==> src/rtl/instruction_fetch_stage_pkg.sv <==
// Shared pipeline definitions for the fetch stage and the IF/ID boundary it feeds.
// The decode stage imports the same IF/ID layout so both sides agree on field widths.
package instruction_fetch_stage_pkg;

  localparam int IF_ID_PC_WIDTH    = 32;
  localparam int IF_ID_INSTR_WIDTH = 32;

  localparam logic [IF_ID_INSTR_WIDTH-1:0] NOP_INSTRUCTION = 32'b0;
  localparam int PC_STEP = 4;

  typedef struct packed {
    logic [IF_ID_PC_WIDTH-1:0]    pc;
    logic [IF_ID_INSTR_WIDTH-1:0] instruction;
    logic                         valid;
  } if_id_t;

endpackage

==> src/rtl/instruction_fetch_stage_pc_register.sv <==
// Program counter: word-aligned, wraps within instruction memory; next PC applied on each edge.
// Priority is reset, branch redirect, freeze hold, then sequential step; pc is a plain flop output.
module pc_register
  import instruction_fetch_stage_pkg::*;
#(
  parameter int                    DATA_WIDTH = 32,
  parameter int                    MEM_BYTES  = 1024,
  parameter logic [DATA_WIDTH-1:0] RESET_PC   = '0
) (
  input  logic                  clk,
  input  logic                  reset,
  input  logic                  freeze,
  input  logic                  branch_taken,
  input  logic [DATA_WIDTH-1:0] branch_address,
  output logic [DATA_WIDTH-1:0] pc,
  output logic [DATA_WIDTH-1:0] pc_seq
);

  // Clearing the low bits aligns branch targets down; the upper mask wraps out-of-range ones.
  localparam logic [DATA_WIDTH-1:0] ADDR_MASK =
    DATA_WIDTH'(MEM_BYTES - 1) & ~DATA_WIDTH'(PC_STEP - 1);

  assign pc_seq = (pc + DATA_WIDTH'(PC_STEP)) & ADDR_MASK;

  always_ff @(posedge clk) begin
    if (reset) begin
      pc <= RESET_PC & ADDR_MASK;
    end else if (branch_taken) begin
      pc <= branch_address & ADDR_MASK;
    end else if (!freeze) begin
      pc <= pc_seq;
    end
  end

endmodule

==> src/rtl/instruction_fetch_stage.sv <==
// Fetch stage: drives the PC to instruction memory and registers {PC+4, instruction, valid} into IF/ID.
// One-cycle fetch latency; freeze holds PC and IF/ID, a branch redirects the PC and flushes IF/ID.
module instruction_fetch_stage
  import instruction_fetch_stage_pkg::*;
#(
  parameter int                    DATA_WIDTH = 32,
  parameter int                    MEM_BYTES  = 1024,
  parameter logic [DATA_WIDTH-1:0] RESET_PC   = '0
) (
  input  logic                  clk,
  input  logic                  reset,
  input  logic                  i_Freeze,
  input  logic                  i_Branch_Taken,
  input  logic [DATA_WIDTH-1:0] i_Branch_Address,
  input  logic [DATA_WIDTH-1:0] i_Instruction,
  output logic [DATA_WIDTH-1:0] o_Mem_Address,
  output logic [DATA_WIDTH-1:0] o_IF_ID_Pc,
  output logic [DATA_WIDTH-1:0] o_IF_ID_Instruction,
  output logic                  o_IF_ID_Valid
);

  logic [DATA_WIDTH-1:0] pc_seq;

  pc_register #(
    .DATA_WIDTH(DATA_WIDTH),
    .MEM_BYTES (MEM_BYTES),
    .RESET_PC  (RESET_PC)
  ) u_pc_register (
    .clk           (clk),
    .reset         (reset),
    .freeze        (i_Freeze),
    .branch_taken  (i_Branch_Taken),
    .branch_address(i_Branch_Address),
    .pc            (o_Mem_Address),
    .pc_seq        (pc_seq)
  );

  // A taken branch overrides freeze so the wrong-path instruction never survives in IF/ID.
  always_ff @(posedge clk) begin
    if (reset || i_Branch_Taken) begin
      o_IF_ID_Pc          <= '0;
      o_IF_ID_Instruction <= DATA_WIDTH'(NOP_INSTRUCTION);
      o_IF_ID_Valid       <= 1'b0;
    end else if (!i_Freeze) begin
      o_IF_ID_Pc          <= pc_seq;
      o_IF_ID_Instruction <= i_Instruction;
      o_IF_ID_Valid       <= 1'b1;
    end
  end

endmodule

==> config.mk <==
export PLATFORM = sky130hd
export DESIGN_NAME = instruction_fetch_stage
export DESIGN_NICKNAME = d
export VERILOG_FILES = /design/src/rtl/instruction_fetch_stage_pkg.sv /design/src/rtl/instruction_fetch_stage_pc_register.sv /design/src/rtl/instruction_fetch_stage.sv
export SDC_FILE = /design/constraint.sdc
export NUM_CORES = 1
export LEC_CHECK = 0
export CAP_MARGIN = 10
export CELL_PAD_IN_SITES_DETAIL_PLACEMENT = 0
export CELL_PAD_IN_SITES_GLOBAL_PLACEMENT = 2
export CORE_MARGIN = 2
export CORE_UTILIZATION = 16
export CTS_CLUSTER_SIZE = 40
export DETAILED_ROUTE_END_ITERATION = 12
export GPL_TIMING_DRIVEN = 0
export PLACE_DENSITY_LB_ADDON = 0.1
export SLEW_MARGIN = 40
export SYNTH_ARGS = -nofsm -noshare
export SYNTH_HDL_FRONTEND = slang
export SYNTH_SLANG_ARGS = --single-unit
==> constraint.sdc <==
create_clock -name clk -period 1.4 [get_ports clk]
set_input_delay 0.14 -clock clk [delete_from_list [all_inputs] [get_ports clk]]
set_output_delay 0.14 -clock clk [all_outputs]
set_load 0.05 [all_outputs]
* Word level (Yosys, flattened, before mapping)
Cells that the tools add are included.
Storage, ports and cells: register bits 49, bits of input ports 68, output and inout bits 97, word-level logic and storage cells 9
Cells by class: add/subtract/negate cells 1, equal/unequal tests 1, mux-type cells 2, reductions and logical operators 1
Operators with widths (count):
- $mux 10 | 2
- $add 10x3->10 const B | 1
- $ne 2x1->1 const B | 1
- $logic_or 1x1->1 | 1

* Longest topological paths before layout
Gate-level depths: netlist of run 1.
word-level depth 3, depth in mapped cells 5, mapped depth without buffers 4

* By module
From an unflattened synthesis of run 1, not the netlist that was laid out.
Unflattened totals: cells, all modules 322, area, all modules 3184.3 um2
By module, submodules not included:
- instruction_fetch_stage | instances 1, cells each 210, area an instance 2306.0 um2, sequential area each 1301.2 um2
- pc_register | instances 1, cells each 112, area an instance 878.3 um2, sequential area each 160.2 um2

* Least setup slack after synthesis of run 1
OpenSTA, ideal clock, no wires.
kind reg2reg, from register u_pc_register.pc[2], to register u_pc_register.pc[8], library setup time 0.091 ns, data arrival time 1.827 ns, data required time 1.309 ns, setup slack -0.518 ns, stages on the path, launching flop included 5, path buffers 0, clock period less this slack 1.918 ns, cells stage by stage dfxtp_1 > ha_1 > nand3_2 > or4_1 > a311oi_1
Between the ends: longest elaborated chain between the ends 3
Ends and longest elaborated chain:
- start, declared | RTL line instruction_fetch_stage_pc_register.sv:15 | output logic [DATA_WIDTH-1:0] pc,
- start signal, assigned | RTL line instruction_fetch_stage_pc_register.sv:27 | pc <= RESET_PC & ADDR_MASK;
- start signal, assigned | RTL line instruction_fetch_stage_pc_register.sv:29 | pc <= branch_address & ADDR_MASK;
- start signal, assigned | RTL line instruction_fetch_stage_pc_register.sv:31 | pc <= pc_seq;
- $add 10x3->10 | RTL line instruction_fetch_stage_pc_register.sv:23 | assign pc_seq = (pc + DATA_WIDTH'(PC_STEP)) & ADDR_MASK;
- $mux 10 | RTL line instruction_fetch_stage_pc_register.sv:30 | end else if (!freeze) begin
- $mux 10 | RTL line instruction_fetch_stage_pc_register.sv:28 | end else if (branch_taken) begin
Every way passes these cells. The select of a mux whose other input is x is not followed. A chain may end at the register's enable or synchronous reset.

* Final worst setup path of run 1
from register o_IF_ID_Pc[2], to output port o_IF_ID_Pc[2]
RTL lines:
- start, declared | RTL line instruction_fetch_stage.sv:17 | output logic [DATA_WIDTH-1:0] o_IF_ID_Pc,
- start signal, assigned | RTL line instruction_fetch_stage.sv:45 | o_IF_ID_Pc <= pc_seq;
No word-level cell between the ends.

==> impl_metrics.json, run 1 <==
{
  "period_needed_ns": 1.35,
  "dieWidth_um": 124,
  "yosysUniqueCellTypes": 36,
  "grt_use_met1_pct": 10.7,
  "final_nets": 471,
  "routed_wl_um": 6910,
  "track_usage_pct": 8.75,
  "drt_iter0_markers": 60,
  "drt.antenna.violating_nets": 0,
  "grt_max_degree": 15,
  "synth.yosys.warnings": 0,
  "antenna_found_initial": 0,
  "die_area_sq_um": 15400,
  "slew_headroom_pct": 61.4,
  "synth_top_cell_by_area": "dfxtp_1",
  "period_share_pct": 96.6,
  "overflow": 0,
  "synth_top_area_share_pct": 42.5,
  "cpMaxStageDelayCell": "dlygate4sd2_1",
  "worst_slack_ns": 0.0472,
  "maxSlewViolCount": 0,
  "p_leak_nw": 1.86,
  "drc_errors": 0,
  "cp-end-kind": "output port",
  "dp.cells": 568,
  "clkSlewWorstSetupHoldPaths_ns": 0.07,
  "synth_seq_cells": 49,
  "port_buffers": 91,
  "syn_avg_cell_area_sq_um": 9.22,
  "fin_worst_skew_ns": 0.0102,
  "drv_cap": 0,
  "pre_cts_slack_ns": -0.386,
  "grt_pass1_wl_um": 10000,
  "cp_data_required_time_ns": 1.26,
  "initial_core_util_pct": 16.5,
  "crit_buf_inv": 1,
  "clock_path_buffers": 2,
  "cp-start-kind": "flop",
  "critPathMaxFanout": 2,
  "dp_hpwl_um": 5160,
  "htree_levels": 2,
  "drtPass1Iterations": 6,
  "p_per_area_nw_per_um2": 981,
  "final_hold_viol_count": 0,
  "path_class": "flop to output port",
  "hold_path_class": "input port to flop",
  "routedWlPerCell_um": 11.9,
  "fin_cells": 583,
  "cts_tree": "built",
  "worstSkewPairLatency_ns": 0.29,
  "power_mw": 3.74,
  "cp_slowest_stage_delay_ns": 0.59,
  "crit_start": "o_IF_ID_Pc[2]",
  "cts_hold_buffers": 0,
  "syn_to_final_growth_pct": 65.5,
  "ioPinCount": 165,
  "crit_family": "buffers and inverters",
  "drive_gt1_share_pct": 21.3,
  "clockRootBuffer": "clkbuf_16",
  "avgViaCountPerCell": 3.52,
  "max_freq_mhz": 739,
  "rr_startpoint": "u_pc_register.pc[3]",
  "grt.busiest_layer": "met2",
  "grt_setup_unrepaired": "false",
  "grt_pass1_vias": 1874,
  "post-route-util_pct": 27.3,
  "max-vdd-ir-drop_mv": 0.454,
  "synthesis.area_sq_um": 2310,
  "core_sq_um": 14000,
  "fp.dieH_um": 124,
  "synth_cells": 250,
  "hold_ws_ns": 0.241,
  "path_cells": "dlygate4sd2_1",
  "worstMarginPinSlew_ns": 0.581,
  "diodes": 0,
  "worstHoldStart": "i_Branch_Taken",
  "status": "finished clean",
  "grt_use_met3_pct": 4.67,
  "std_cell_rows": 43,
  "cts.sinks": 49,
  "place_congestion": 0.684,
  "synth_seq_area_share_pct": 42.5,
  "vias": 2050,
  "cts_buffers": 5,
  "use_met2_pct": 13.3,
  "tns_ns": 0,
  "postLayoutCellArea_sq_um": 3820,
  "setup_viol": 0,
  "worstPathArrival_ns": 1.21,
  "dpl_cell_area_sq_um": 3660,
  "netlist_top_cells_area": "dfxtp_1 (43%), buf_4 (16%), mux2i_1 (14%)"
}
## placed cells by master (no fill, tap or decap), types with 3 or more instances in the layout
cell type	n
nor2_1	42
dfxtp_1	43
buf_4	60
a31oi_1	3
inv_1	5
mux2i_1	33
o21ai_0	10
dfxtp_4	4
clkbuf_16	5
clkbuf_1	6
nor3_1	3
clkdlybuf4s50_1	41
dlygate4sd2_1	40
a21oi_1	6
buf_2	3
clkdlybuf4s15_1	6
conb_1	48
## Yosys cell counts, drive strengths merged
master and count:
conb 1, a21oi 6, o31a 2, a211oi 2
nand2b 1, nand4 1, or4 1, nand2 2
clkbuf 5, o21a 1, o221ai 1, buf 56
nor3 3, o21ai 10, xnor2 2, nand3 3
ha 1, o31ai 1, mux2i 33, a311oi 3
a31oi 3, nor2 42, nor2b 2, and2 2
o211a 1, inv 5, o211ai 1, nor4 2
xor2 2, or3 4, or2 2, dfxtp 49
## final timing paths
kind                         endpoint  slack [ns]  cells past startpoint
hold / removal    u_pc_register.pc[2]        0.24                      3
hold reg to reg         o_IF_ID_Valid        0.45                      1
setup / recovery        o_IF_ID_Pc[2]        0.05                      1
setup reg to reg  u_pc_register.pc[6]        0.06                      4
## worst register-to-register path: stages, from the launching register on
cell and delay (ns):
dfxtp_4 0.38, ha_4 0.16, nand3_4 0.10, or3_2 0.43, a311oi_2 0.19
## state kept, by name, summed over array words and instances, names as in the netlist
signal	flops
o_IF_ID_Instruction	32
o_IF_ID_Valid	1
o_IF_ID_Pc	8
u_pc_register.pc	8
## cell type report
class,count,area (sq um)
multi-input combinational,182,1090
inverter,5,18.8
fill,1551,10200
buffer,61,439
clock inverter,1,7.51
tap,180,225
clock buffer,7,133
sequential,49,998
timing repair buffer,98,907
## repair_timing
action | CTS | global route
gates cloned | 0 | 0
resized for setup | 59 | 12
endpoints found under the setup margin | 77 | 16
pin swaps | 3 | 5
buffers inserted | 5 | 2
## power breakdown
part	total [mW]	leakage (nW)	switching (mW)	internal [mW]
combinational	1.03	1.39	0.672	0.355
sequential	1.50	0.404	0.0481	1.45
clock	1.22	0.0641	0.552	0.666
## per-layer routing
| metal | vias to the layer above | wire, um |
|---|---|---|
| met5 | - | 0 |
| met4 | 0 | 58 |
| met3 | 5 | 806 |
| met2 | 81 | 3050 |
| met1 | 913 | 2990 |
| li1 | 1051 | - |
## cell families (layout without fill, tap and decap cells)
logic type | count (synthesis) | after routing | synth area share [%]
other | 1 | 48 | 0.163
multiplexers | 33 | 33 | 14.3
XOR/XNOR | 4 | 4 | 1.52
AO/OA/AOI/OAI | 31 | 31 | 8.63
buffers and inverters | 66 | 172 | 19.4
adder cells (fa/ha/maj) | 1 | 1 | 0.543
AND/OR/NAND/NOR | 65 | 65 | 12.9
flip-flops | 49 | 49 | 42.5
Power figures use the tool's default switching activity.
==> run 2, diff against run 1 <==
CORE_UTILIZATION = 29   (was 16)
DONT_BUFFER_PORTS = 1   (was default)
==> impl_metrics.json, run 2 (synthesis gave the netlist of run 1 again) <==
{
  "port_buffers": 0,
  "cts_tree": "built",
  "top_regs": "o_IF_ID_Instruction (32), o_IF_ID_Pc (8), u_pc_register.pc (8)",
  "grt_max_degree": 18,
  "p_leak_nw": 1.47,
  "final_hold_viol_count": 0,
  "wl_met3_um": 581,
  "grt_pass1_wl_um": 8750,
  "drive_gt1_share_pct": 24.7,
  "hold_ws_ns": 0.0116,
  "track_usage_pct": 12.9,
  "drv_cap": 0,
  "cts_buffers": 5,
  "worstPathArrival_ns": 1.74,
  "overflow": 0,
  "ioPinCount": 165,
  "holdPathStages": 2,
  "max-vdd-ir-drop_mv": 0.464,
  "top_layer": "met4",
  "worstSkewPairLatency_ns": 0.31,
  "clock_path_buffers": 2,
  "fin_worst_skew_ns": 0.0104,
  "status": "finished with violations",
  "cp-start-kind": "flop",
  "syn_to_final_growth_pct": 38.8,
  "hold_path_class": "input port to flop",
  "cp_data_required_time_ns": 1.63,
  "dp_hpwl_um": 3910,
  "htree_levels": 2,
  "drt.antenna.violating_nets": 0,
  "largest_register_ffs": 32,
  "worst_slack_ns": -0.117,
  "dieWidth_um": 93.2,
  "max_freq_mhz": 659,
  "critPathMaxFanout": 5,
  "avgViaCountPerCell": 4.04,
  "antenna_found_initial": 0,
  "dpl_cell_area_sq_um": 2650,
  "place_congestion": 0.675,
  "slew_headroom_pct": 59.2,
  "violations": "setup timing",
  "worstMarginPinSlew_ns": 0.611,
  "postLayoutCellArea_sq_um": 3200,
  "grt_pass1_vias": 1728,
  "fp.dieH_um": 93.2,
  "drtPass1Iterations": 4,
  "die_area_sq_um": 8680,
  "worstRegToRegCells": 4,
  "vias": 1816,
  "met1Wirelength_um": 2170,
  "diodes": 0,
  "p_per_area_nw_per_um2": 1070,
  "cp-end-kind": "flop",
  "max_flop_register": "o_IF_ID_Instruction",
  "final_common_cell": "buf_4",
  "drc_errors": 0,
  "power_mw": 3.41,
  "routedWlPerCell_um": 12.3,
  "core_sq_um": 7730,
  "clockRootBuffer": "clkbuf_8",
  "post-route-util_pct": 41.4,
  "grt_setup_unrepaired": "true",
  "path_class": "flop to flop",
  "cts.sinks": 49,
  "setup_viol": 3,
  "period_needed_ns": 1.52,
  "pre_cts_slack_ns": -0.140,
  "period_share_pct": 108,
  "initial_core_util_pct": 29.8,
  "maxSlewViolCount": 0,
  "std_cell_rows": 32,
  "clkSlewWorstSetupHoldPaths_ns": 0.10,
  "final_nets": 416,
  "routed_wl_um": 5520,
  "wl_met2_um": 2720,
  "drt_iter0_markers": 34,
  "final_cell_mix": "buf_4 (54), conb_1 (48), nor2_1 (42), dfxtp_1 (42), dlygate4sd3_1 (37)"
}
-- run 2: cell count changes in the layout (fill, tap and decap cells not counted), moves of 2 or more --
cell | previous run | this run
clkbuf_8 | 0 | 5
clkdlybuf4s15_1 | 6 | 0
buf_2 | 3 | 6
clkbuf_16 | 5 | 1
clkbuf_2 | 2 | 0
dlygate4sd3_1 | 0 | 37
dlygate4sd2_1 | 40 | 0
clkdlybuf4s50_1 | 41 | 0
buf_4 | 60 | 54
-- run 2: worst max-delay path: stages (launching register included) --
cell      delay (ns)
dfxtp_4         0.50
ha_4            0.19
nand3_4         0.08
or4_4           0.49
a311oi_2        0.19
-- run 2: timing repair --
action | CTS | global route
pin swaps | 2 | 3
setup buffers | 4 | 2
hold buffers | 37 | 0
endpoints found under the setup margin | 6 | 7
gates resized for setup | 2 | 4
endpoints found under the hold margin | 37 | 0
-- run 2: area by class of cell --
class,count,area [sq um]
clock buffers,6,93.8
well taps,102,128
clock inverters,2,20.0
multi-input cells,182,1090
fillers,805,4530
inverters,5,18.8
flip-flops and latches,49,1000
repair buffers,43,419
plain buffers,61,428
-- run 2: path summary, 6_finish.rpt --
check	start	endpoint	slack, ns
worst max register to register	u_pc_register.pc[3]	u_pc_register.pc[8]	-0.12
worst max-delay path	u_pc_register.pc[3]	u_pc_register.pc[8]	-0.12
worst min register to register	u_pc_register.pc[5]	u_pc_register.pc[5]	0.65
worst min-delay path	i_Branch_Address[5]	u_pc_register.pc[5]	0.01
-- run 2: report_power, final --
group          internal (mW)  switching, mW  total (mW)  leakage (nW)
sequential              1.45          0.257        1.71         0.404
combinational          0.264          0.441       0.705          1.01
clock                  0.477          0.522       0.998        0.0584
-- run 2: per-layer routing --
layer / vias to the layer above / track usage, %
met5: - / 0
met3: 5 / 5.56
met2: 79 / 21.7
met4: 0 / 3.31
met1: 792 / 15.0
li1: 940 / -
-- run 2: per-stage QoR --
stage | instances | setup TNS, ns
2_1_floorplan | 297 | -0.0846
3_3_place_gp | 399 | -2.98
3_5_place_dp | 399 | -3.11
4_1_cts | 448 | -0.214
5_1_grt | 450 | -0.689
6_report | 450 | -0.243
==> run 3, diff against run 2 <==
--- a/constraint.sdc
+++ b/constraint.sdc
@@ -3,2 +3,2 @@
 set_output_delay 0.14 -clock clk [all_outputs]
-set_load 0.05 [all_outputs]
+set_load 0.01 [all_outputs]
==> impl_metrics.json, run 3 (synthesis gave the netlist of run 1 again) <==
{
  "dieWidth_um": 93.2,
  "die_area_sq_um": 8680,
  "max_freq_mhz": 694,
  "syn_to_final_growth_pct": 36.2,
  "fin_worst_skew_ns": 0.00188,
  "avgViaCountPerCell": 4.06,
  "drc_errors": 0,
  "drive_gt1_share_pct": 22.9,
  "ioPinCount": 165,
  "cts.sinks": 49,
  "cp-start-kind": "flop",
  "holdPathEnd": "u_pc_register.pc[5]",
  "drtPass1Iterations": 4,
  "clock_path_buffers": 2,
  "port_buffers": 0,
  "drv_cap": 0,
  "r2r_slack_ns": -0.04,
  "grt_pass1_wl_um": 8240,
  "diodes": 0,
  "largest_register_ffs": 32,
  "multi_input_area_sq_um": 1080,
  "grt_setup_unrepaired": "true",
  "max_flop_register": "o_IF_ID_Instruction",
  "rr_startpoint": "u_pc_register.pc[3]",
  "dpl_cell_area_sq_um": 2640,
  "overflow": 0,
  "final_cell_mix": "buf_4 (52), conb_1 (48), dfxtp_1 (45)",
  "drt_iter0_markers": 42,
  "maxSlewViolCount": 0,
  "worstHoldStart": "i_Branch_Address[5]",
  "p_leak_nw": 1.45,
  "worstPathArrival_ns": 1.66,
  "routed_wl_um": 5480,
  "holdPathStages": 2,
  "setup_viol": 1,
  "vias": 1813,
  "clockRootBuffer": "clkbuf_8",
  "r2r-end": "u_pc_register.pc[8]",
  "worst_slack_ns": -0.0415,
  "antenna_found_initial": 0,
  "worstSkewPairLatency_ns": 0.30,
  "area.sequential_sq_um": 991,
  "drt.antenna.violating_nets": 0,
  "max-vdd-ir-drop_mv": 0.410,
  "status": "finished with violations",
  "tns_ns": -0.0415,
  "place_congestion": 0.680,
  "period_share_pct": 103,
  "core_sq_um": 7730,
  "worstRegToRegCells": 4,
  "postLayoutCellArea_sq_um": 3140,
  "grt_max_degree": 19,
  "initial_core_util_pct": 29.8,
  "htree_levels": 2,
  "critPathMaxFanout": 6,
  "std_cell_rows": 32,
  "final_nets": 413,
  "pre_cts_slack_ns": -0.186,
  "routedWlPerCell_um": 12.3,
  "period_needed_ns": 1.44,
  "top_regs": "o_IF_ID_Instruction (32), o_IF_ID_Pc (8), u_pc_register.pc (8)",
  "p_per_area_nw_per_um2": 927,
  "final_hold_viol_count": 0,
  "violations": "setup timing",
  "track_usage_pct": 12.2,
  "dp_hpwl_um": 3860,
  "fp.dieH_um": 93.2,
  "cp_data_required_time_ns": 1.62,
  "final_common_cell": "buf_4",
  "power_mw": 2.91,
  "grt_pass1_vias": 1750,
  "clkSlewWorstSetupHoldPaths_ns": 0.09,
  "cp-end-kind": "flop",
  "post-route-util_pct": 40.6,
  "cts_buffers": 5,
  "cts_tree": "built",
  "path_class": "flop to flop",
  "hold_path_class": "input port to flop",
  "nFillCells": 784
}
[run 3: power by group]
| group | switching (mW) | internal (mW) | leakage [nW] |
|---|---|---|---|
| clock | 0.526 | 0.375 | 0.0506 |
| sequential | 0.0879 | 1.45 | 0.403 |
| combinational | 0.215 | 0.256 | 0.994 |
[run 3: layout make-up]
cell class	count	share of cell area, %
Multi-Input combinational cell	182	34.5
Sequential cell	49	31.6
Buffer	61	13.6
Timing Repair Buffer	40	12.5
Tap cell	102	4.06
Clock buffer	5	2.19
Clock inverter	3	0.916
Inverter	5	0.598
[run 3: worst max-delay path, cell delays in order, from the launching register on]
cell and delay [ns]:
dfxtp_4 0.42, ha_4 0.16, nand3_4 0.10, or4_4 0.49
a311oi_2 0.19
[run 3: worst max path at each step]
stage | startpoint | end | slack [ns]
floorplan | u_pc_register.pc[3] | u_pc_register.pc[8] | 0.03
global placement | u_pc_register.pc[4] | u_pc_register.pc[7] | -0.18
detailed placement | u_pc_register.pc[4] | u_pc_register.pc[7] | -0.19
CTS | u_pc_register.pc[2] | u_pc_register.pc[8] | -0.06
global route | u_pc_register.pc[2] | u_pc_register.pc[8] | -0.09
finish | u_pc_register.pc[3] | u_pc_register.pc[8] | -0.04
[run 3: metrics by stage]
step	cells	hold WS, ns
after detailed placement	399	0.289
after floorplan	297	0.274
final	447	0.0250
after CTS	447	0.00206
after global routing	447	0.0296
after global placement	399	0.285
[run 3: routing by layer]
layer,GRT usage [%],share of wire (%)
met1,13.4,40
met2,22.0,50
met3,4.35,9.0
met4,3.31,0.82
met5,0,0
[run 3: repair_timing]
| action | CTS | global route |
|---|---|---|
| endpoints found under the setup margin | 8 | 3 |
| pin swaps | 2 | 0 |
| gates resized for setup | 2 | 2 |
| hold buffers | 37 | 0 |
| buffers inserted | 3 | 0 |
| hold endpoints to repair | 37 | 0 |
